[src/rtl/pid_duty_compensator.sv]
`default_nettype none
// ============================================================================
// Module      : pid_duty_compensator
// Description : Discrete velocity-form PID compensator feeding the deadtime
//               DPWM. One ADC sample is processed per request:
//                   u[n] = u[n-1] + A*e[n] + B*e[n-1] + C*e[n-2]
//               with e = vref - adc_code. Three multiplies share a single
//               multiplier sequenced by a small FSM. The result is clamped
//               (which also provides anti-windup) and truncated to the
//               DPWM duty word d_n.
//
// Ports       : clk          - clock
//               rst          - asynchronous active-high reset
//               enable       - loop enable; low holds the loop cleared
//               sample_valid - 1-cycle strobe, adc_code carries a new sample
//               adc_code     - measured output code (unsigned, ADC_W)
//               vref         - target code (unsigned, ADC_W)
//               coef_a/b/c   - signed Q(COEF_W-FRAC).FRAC coefficients
//               d_n          - registered duty word to the DPWM
//               d_valid      - 1-cycle strobe while the new d_n is presented
//               busy         - high while a computation is in flight
//
// Options     : `define PID_SOFT_START_EN adds a soft-start ramp register
//               that limits the upper clamp, rising by one count per
//               update until it reaches DUTY_MAX.
//
// Revision    : 1.0 - initial release
// ============================================================================
module pid_duty_compensator #(
    parameter int ADC_W    = 8,
    parameter int DUTY_W   = 6,
    parameter int COEF_W   = 10,
    parameter int FRAC     = 6,
    parameter int DUTY_MIN = 1,
    parameter int DUTY_MAX = 52
) (
    input  logic              clk,
    input  logic              rst,
    input  logic              enable,
    input  logic              sample_valid,
    input  logic [ADC_W-1:0]  adc_code,
    input  logic [ADC_W-1:0]  vref,
    input  logic [COEF_W-1:0] coef_a,
    input  logic [COEF_W-1:0] coef_b,
    input  logic [COEF_W-1:0] coef_c,
    output logic [DUTY_W-1:0] d_n,
    output logic              d_valid,
    output logic              busy
);

    // ------------------------------------------------------------------
    // Derived widths and constants
    // ------------------------------------------------------------------
    localparam int c_err_w  = ADC_W + 1;            // signed error
    localparam int c_prod_w = COEF_W + ADC_W + 1;   // signed product
    localparam int c_acc_w  = COEF_W + ADC_W + 4;   // signed accumulator
    localparam int c_u_w    = DUTY_W + FRAC;        // unsigned stored u

    localparam logic [c_u_w-1:0]  c_u_min    = c_u_w'(DUTY_MIN << FRAC);
    localparam logic [DUTY_W-1:0] c_duty_min = DUTY_W'(DUTY_MIN);
    localparam logic [DUTY_W-1:0] c_duty_max = DUTY_W'(DUTY_MAX);

    // ------------------------------------------------------------------
    // State encoding
    // ------------------------------------------------------------------
    typedef enum logic [2:0] {
        ST_IDLE = 3'd0,
        ST_ERR  = 3'd1,
        ST_MAC0 = 3'd2,
        ST_MAC1 = 3'd3,
        ST_MAC2 = 3'd4,
        ST_SAT  = 3'd5
    } state_t;

    state_t r_state;
    state_t w_state_next;

    // ------------------------------------------------------------------
    // Registers
    // ------------------------------------------------------------------
    logic        [ADC_W-1:0]   r_adc;
    logic        [ADC_W-1:0]   r_vref;
    logic signed [COEF_W-1:0]  r_coef_a;
    logic signed [COEF_W-1:0]  r_coef_b;
    logic signed [COEF_W-1:0]  r_coef_c;
    logic signed [c_err_w-1:0] r_e;
    logic signed [c_err_w-1:0] r_e1;
    logic signed [c_err_w-1:0] r_e2;
    logic signed [c_acc_w-1:0] r_acc;
    logic        [c_u_w-1:0]   r_u;
    logic        [DUTY_W-1:0]  r_d_n;
`ifdef PID_SOFT_START_EN
    logic        [DUTY_W-1:0]  r_ramp;
`endif

    // ------------------------------------------------------------------
    // Combinational datapath
    // ------------------------------------------------------------------
    logic signed [c_err_w-1:0]  w_err;
    logic signed [COEF_W-1:0]   w_mul_coef;
    logic signed [c_err_w-1:0]  w_mul_err;
    logic signed [c_prod_w-1:0] w_coef_ext;
    logic signed [c_prod_w-1:0] w_err_ext;
    logic signed [c_prod_w-1:0] w_prod;
    logic signed [c_acc_w-1:0]  w_prod_ext;
    logic signed [c_acc_w-1:0]  w_u_ext;
    logic signed [c_acc_w-1:0]  w_acc_base;
    logic signed [c_acc_w-1:0]  w_sum;
    logic        [DUTY_W-1:0]   w_hi_duty;
    logic        [c_u_w-1:0]    w_hi_u;
    logic signed [c_acc_w-1:0]  w_hi_acc;
    logic signed [c_acc_w-1:0]  w_lo_acc;
    logic        [c_u_w-1:0]    w_u_sat;

    // Error is formed from zero-extended unsigned codes, so it always fits
    // in ADC_W+1 signed bits.
    assign w_err = $signed({1'b0, r_vref}) - $signed({1'b0, r_adc});

    // Operand select for the single shared multiplier.
    always_comb begin
        w_mul_coef = r_coef_a;
        w_mul_err  = r_e;
        case (r_state)
            ST_MAC1: begin
                w_mul_coef = r_coef_b;
                w_mul_err  = r_e1;
            end
            ST_MAC2: begin
                w_mul_coef = r_coef_c;
                w_mul_err  = r_e2;
            end
            default: ;
        endcase
    end

    assign w_coef_ext = $signed({{(c_prod_w-COEF_W){w_mul_coef[COEF_W-1]}}, w_mul_coef});
    assign w_err_ext  = $signed({{(c_prod_w-c_err_w){w_mul_err[c_err_w-1]}}, w_mul_err});
    assign w_prod     = w_coef_ext * w_err_ext;
    assign w_prod_ext = $signed({{(c_acc_w-c_prod_w){w_prod[c_prod_w-1]}}, w_prod});

    // MAC0 starts the sum from the previous output; later MACs accumulate.
    assign w_u_ext    = $signed({{(c_acc_w-c_u_w){1'b0}}, r_u});
    assign w_acc_base = (r_state == ST_MAC0) ? w_u_ext : r_acc;
    assign w_sum      = w_acc_base + w_prod_ext;

`ifdef PID_SOFT_START_EN
    assign w_hi_duty = r_ramp;
`else
    assign w_hi_duty = c_duty_max;
`endif

    assign w_hi_u   = {w_hi_duty, {FRAC{1'b0}}};
    assign w_hi_acc = $signed({{(c_acc_w-c_u_w){1'b0}}, w_hi_u});
    assign w_lo_acc = $signed({{(c_acc_w-c_u_w){1'b0}}, c_u_min});

    // Clamping the stored u (not just the output) prevents integrator windup.
    always_comb begin
        w_u_sat = w_sum[c_u_w-1:0];
        if (w_sum < w_lo_acc) begin
            w_u_sat = c_u_min;
        end else if (w_sum > w_hi_acc) begin
            w_u_sat = w_hi_u;
        end
    end

    // ------------------------------------------------------------------
    // FSM
    // ------------------------------------------------------------------
    always_ff @(posedge clk or posedge rst) begin
        if (rst) begin
            r_state <= ST_IDLE;
        end else begin
            r_state <= w_state_next;
        end
    end

    always_comb begin
        w_state_next = r_state;
        if (!enable) begin
            w_state_next = ST_IDLE;
        end else begin
            case (r_state)
                ST_IDLE: if (sample_valid) w_state_next = ST_ERR;
                ST_ERR:  w_state_next = ST_MAC0;
                ST_MAC0: w_state_next = ST_MAC1;
                ST_MAC1: w_state_next = ST_MAC2;
                ST_MAC2: w_state_next = ST_SAT;
                ST_SAT:  w_state_next = ST_IDLE;
                default: w_state_next = ST_IDLE;
            endcase
        end
    end

    // ------------------------------------------------------------------
    // Datapath registers
    // The last accumulate, clamp, u/d_n store and error-history shift all
    // happen on the edge that enters SAT, so the new d_n and d_valid are
    // presented together during the SAT cycle.
    // ------------------------------------------------------------------
    always_ff @(posedge clk or posedge rst) begin
        if (rst) begin
            r_adc    <= '0;
            r_vref   <= '0;
            r_coef_a <= '0;
            r_coef_b <= '0;
            r_coef_c <= '0;
            r_e      <= '0;
            r_e1     <= '0;
            r_e2     <= '0;
            r_acc    <= '0;
            r_u      <= '0;
            r_d_n    <= '0;
`ifdef PID_SOFT_START_EN
            r_ramp   <= c_duty_min;
`endif
        end else if (!enable) begin
            // Loop held cleared; an in-flight computation is dropped silently.
            r_e1  <= '0;
            r_e2  <= '0;
            r_u   <= c_u_min;
            r_d_n <= c_duty_min;
`ifdef PID_SOFT_START_EN
            r_ramp <= c_duty_min;
`endif
        end else begin
            case (r_state)
                ST_IDLE: begin
                    if (sample_valid) begin
                        r_adc    <= adc_code;
                        r_vref   <= vref;
                        r_coef_a <= coef_a;
                        r_coef_b <= coef_b;
                        r_coef_c <= coef_c;
                    end
                end
                ST_ERR: begin
                    r_e <= w_err;
                end
                ST_MAC0, ST_MAC1: begin
                    r_acc <= w_sum;
                end
                ST_MAC2: begin
                    r_u   <= w_u_sat;
                    r_d_n <= w_u_sat[c_u_w-1:FRAC];
                    r_e2  <= r_e1;
                    r_e1  <= r_e;
`ifdef PID_SOFT_START_EN
                    if (r_ramp < c_duty_max) begin
                        r_ramp <= r_ramp + 1'b1;
                    end
`endif
                end
                default: ;
            endcase
        end
    end

    // ------------------------------------------------------------------
    // Outputs
    // ------------------------------------------------------------------
    assign d_n     = r_d_n;
    assign d_valid = (r_state == ST_SAT);
    assign busy    = (r_state != ST_IDLE);

endmodule
`default_nettype wire

[config.mk]
export PLATFORM = sky130hd
export DESIGN_NAME = pid_duty_compensator
export DESIGN_NICKNAME = d
export VERILOG_FILES = /design/src/rtl/pid_duty_compensator.sv
export SDC_FILE = /design/constraint.sdc
export NUM_CORES = 1
export LEC_CHECK = 0
export ABC_AREA = 1
export CAP_MARGIN = 20
export CORE_MARGIN = 8
export CORE_UTILIZATION = 60
export DETAILED_ROUTE_END_ITERATION = 8
export HOLD_SLACK_MARGIN = 0.1
export PLACE_DENSITY = 0.83
export SLEW_MARGIN = 20
export SYNTH_ARGS = -nofsm -noshare
export SYNTH_HDL_FRONTEND = slang
export SYNTH_SLANG_ARGS = --single-unit
[constraint.sdc]
create_clock -name clk -period 10.5 [get_ports clk]
set_clock_uncertainty 0.1 [all_clocks]
set_input_delay 2.1 -clock clk [delete_from_list [all_inputs] [get_ports clk]]
set_output_delay 2.1 -clock clk [all_outputs]
set_load 0.01 [all_outputs]
==> results_dict.tcl <==
set metrics [dict create \
    synth_area_leader_cell "dfrtp_1" \
    synthTopCellsByArea "dfrtp_1 (28%), fa_1 (20%), inv_1 (11%), nand2_1 (9.4%), ha_1 (8.2%)" \
    timing.final.hold_violations 0 \
    fin_crit_sh_pct 71.7 \
    dr.pass1.iters 5 \
    drv_cap 0 \
    outcome "finished, final reports clean" \
    maxSlewViolCount 0 \
    yosys_warnings 0 \
    synth_top_area_share_pct 27.6 \
    ys_types 40 \
    core_area_sq_um 16400 \
    ys_ff_latch 110 \
    multi_input_area_sq_um 5970 \
    grt-ovfl-total 0 \
    dpl.hpwl_um 18200 \
    period_minus_slack_ps 7530 \
    place_area_sq_um 10700 \
    setup_viol 0 \
    die-area_sq_um 21000 \
    mappedNetlistArea_sq_um 9960 \
    grt_pass1_wl_um 38500 \
    grt_pass1_vias 8005 \
    cts-root-buf "clkbuf_16" \
    stdcell_count 1486 \
    seq_area_sq_um 2750 \
    grt_max_degree 75 \
    drt_iter0_markers 784 \
    cts.clk_slew.worst_paths_ps 80 \
    post-cts-setup-buffers 0 \
    wl_um 22800 \
    numPortBuffers 57 \
    io_pins 58 \
    antenna_cells 0 \
    startpoint_type "flop" \
    critical-path-max-stage-delay_ps 700 \
    ctsResizeCount 0 \
    final_area_sq_um 11000 \
    relSlewSlack_pct 32.0 \
    cts_tree "built" \
    row_count 47 \
    fillCellCount 1319 \
    wl_met3_um 1580 \
    routedLengthMet1_um 9390 \
    synthCells 1223 \
    die_w_um 145 \
    final_antenna_net_count 0 \
    insertion_delay_ps 370 \
    grtUsageTotal_pct 23.5 \
    numClockSinks 110 \
    ys_seq_area_share_pct 27.6 \
    fin_setup_tns_ps 0 \
    area_growth_pct 10.3 \
    rsz0062_at_grt "false" \
    final_layout_size_suffix_gt1_share_pct 7.35 \
    drc_errors 0 \
    endpoint_kind "flop" \
    hold_buffers 0 \
    fmaxAchievable_ghz 0.133 \
    routed_via_density 5.41 \
    grt_antenna_before_repair 0 \
    hp-class "flop to flop" \
    place_congestion 0.957 \
    dr_wl_met2_um 11200 \
    placed_cells 1470 \
    cp_data_required_time_ps 10700 \
    cts_buffers 9 \
    wl_per_cell_um 15.3 \
    cts_buffer_depth 2 \
    cp_slowest_cell "fa_1" \
    crit_type "flop to flop" \
    die_h_um 145 \
    syn_avg_cell_area_sq_um 8.15 \
    initial_utilization_pct 60.7 \
    critPathArrivalTime_ps 7730 \
    num_vias 8038 \
    cts-htree-levels 3 \
    top_layer "met4" \
    r2r_slack_ps 2970 \
    synth_fp_nets 1439 \
    final_nets 1477 \
    worstPathMaxFanout 21 \
    tightest_slew_ps 1010 \
]
==> synthesized netlist by cell type <==
cell type / number
mux2i_1: 1
ha_1: 65
nand3b_1: 10
nand3_2: 5
nor2_4: 4
clkinv_1: 1
nand3_1: 33
clkbuf_1: 15
and2_1: 1
and3_1: 1
nor2_2: 5
nor2_1: 114
a221oi_4: 1
o21ai_0: 36
mux2_2: 29
xnor2_2: 1
a21oi_1: 58
nand2_2: 12
nand4_1: 6
a21oi_2: 8
dfrtp_1: 110
nand2_1: 250
xor2_1: 3
buf_4: 6
o21a_1: 1
nor3b_1: 1
buf_2: 5
xnor2_1: 7
fa_1: 101
nor3_1: 1
a211oi_1: 1
o21bai_1: 1
inv_2: 4
o22ai_1: 32
buf_6: 2
or2_2: 2
buf_1: 5
nor4_1: 1
inv_1: 283
and2_4: 1
==> flip-flops by register name (all words and copies together), names as in the netlist <==
signal    cells
r_e2          9
r_u          12
r_e1          9
r_coef_a     10
r_adc         8
r_state       3
r_vref        8
r_e           9
r_coef_c     10
r_acc        22
r_coef_b     10
==> worst paths after layout <==
check / start / depth (start not counted) / to
worst max-delay path: r_state[1]$_DFFE_PP0P_ / 31 / r_u[5]$_DFFE_PP0P_
worst min-delay path: r_acc[0]$_DFFE_PP0P_ / 2 / r_acc[0]$_DFFE_PP0P_
worst max register to register: r_state[1]$_DFFE_PP0P_ / 31 / r_u[5]$_DFFE_PP0P_
worst min register to register: r_acc[0]$_DFFE_PP0P_ / 2 / r_acc[0]$_DFFE_PP0P_
max in group asynchronous: rst / 3 / r_coef_b[8]$_DFFE_PP0P_
min in group asynchronous: rst / 2 / r_vref[7]$_DFFE_PP0P_
==> kinds of logic after synthesis <==
kind of cell / synth area share [%]
mux: 3.38
xor+xnor: 1.04
flops: 27.6
fa+ha+maj: 28.5
buf+inv: 12.5
compound gates: 7.92
simple gates: 19.0
==> metrics by stage <==
stage,util (%),worst slack [ps],hold WS (ps)
global placement,65.1,3300,353
global route,67.0,2410,393
floorplan,-,4050,336
finish,67.0,2970,373
detailed placement,65.1,3140,355
CTS,67.0,3070,374
==> cells in the final DEF (no fill, tap or decap), types with 2 or more instances in the layout <==
| cell type | instances |
|---|---|
| xor2_1 | 3 |
| inv_6 | 2 |
| buf_4 | 3 |
| nand3_2 | 6 |
| fa_1 | 101 |
| nand2_1 | 250 |
| nor2_1 | 114 |
| o21ai_0 | 36 |
| nand3b_1 | 10 |
| a21oi_1 | 58 |
| nand4_1 | 6 |
| a21oi_2 | 8 |
| nand2_2 | 12 |
| clkdlybuf4s50_1 | 57 |
| o22ai_1 | 32 |
| clkinv_1 | 2 |
| nand3_1 | 32 |
| xnor2_1 | 7 |
| nor2_4 | 4 |
| dfrtp_1 | 110 |
| inv_1 | 281 |
| ha_1 | 65 |
| mux2_2 | 29 |
| nor2_2 | 5 |
| or2_2 | 2 |
| clkbuf_16 | 9 |
| inv_2 | 4 |
==> critical path: cells and delay by family (launching register included) <==
kind                     cells  cell delay [ps]
AO/OA/AOI/OAI                1              530
adder cells (fa/ha/maj)      6             3300
buffers and inverters        7              750
flip-flops                   1              450
AND/OR/NAND/NOR             17             2290
==> layout make-up <==
type | instances | area share (%)
Multi-Input combinational cell | 792 | 54.3
Sequential cell | 110 | 25.1
Inverter | 288 | 9.86
Timing Repair Buffer | 60 | 5.40
Tap cell | 220 | 2.51
Clock inverter | 7 | 0.809
Clock buffer | 9 | 2.05
==> routing by layer <==
layer | track usage, % | vias to the layer above
li1 | - | 3793
met1 | 30.3 | 3896
met2 | 39.4 | 296
met3 | 3.74 | 53
met4 | 8.32 | 0
met5 | 0 | -
Power is not shown: default switching activity piles up to over one toggle a cycle in this logic, so the estimate is an artifact.
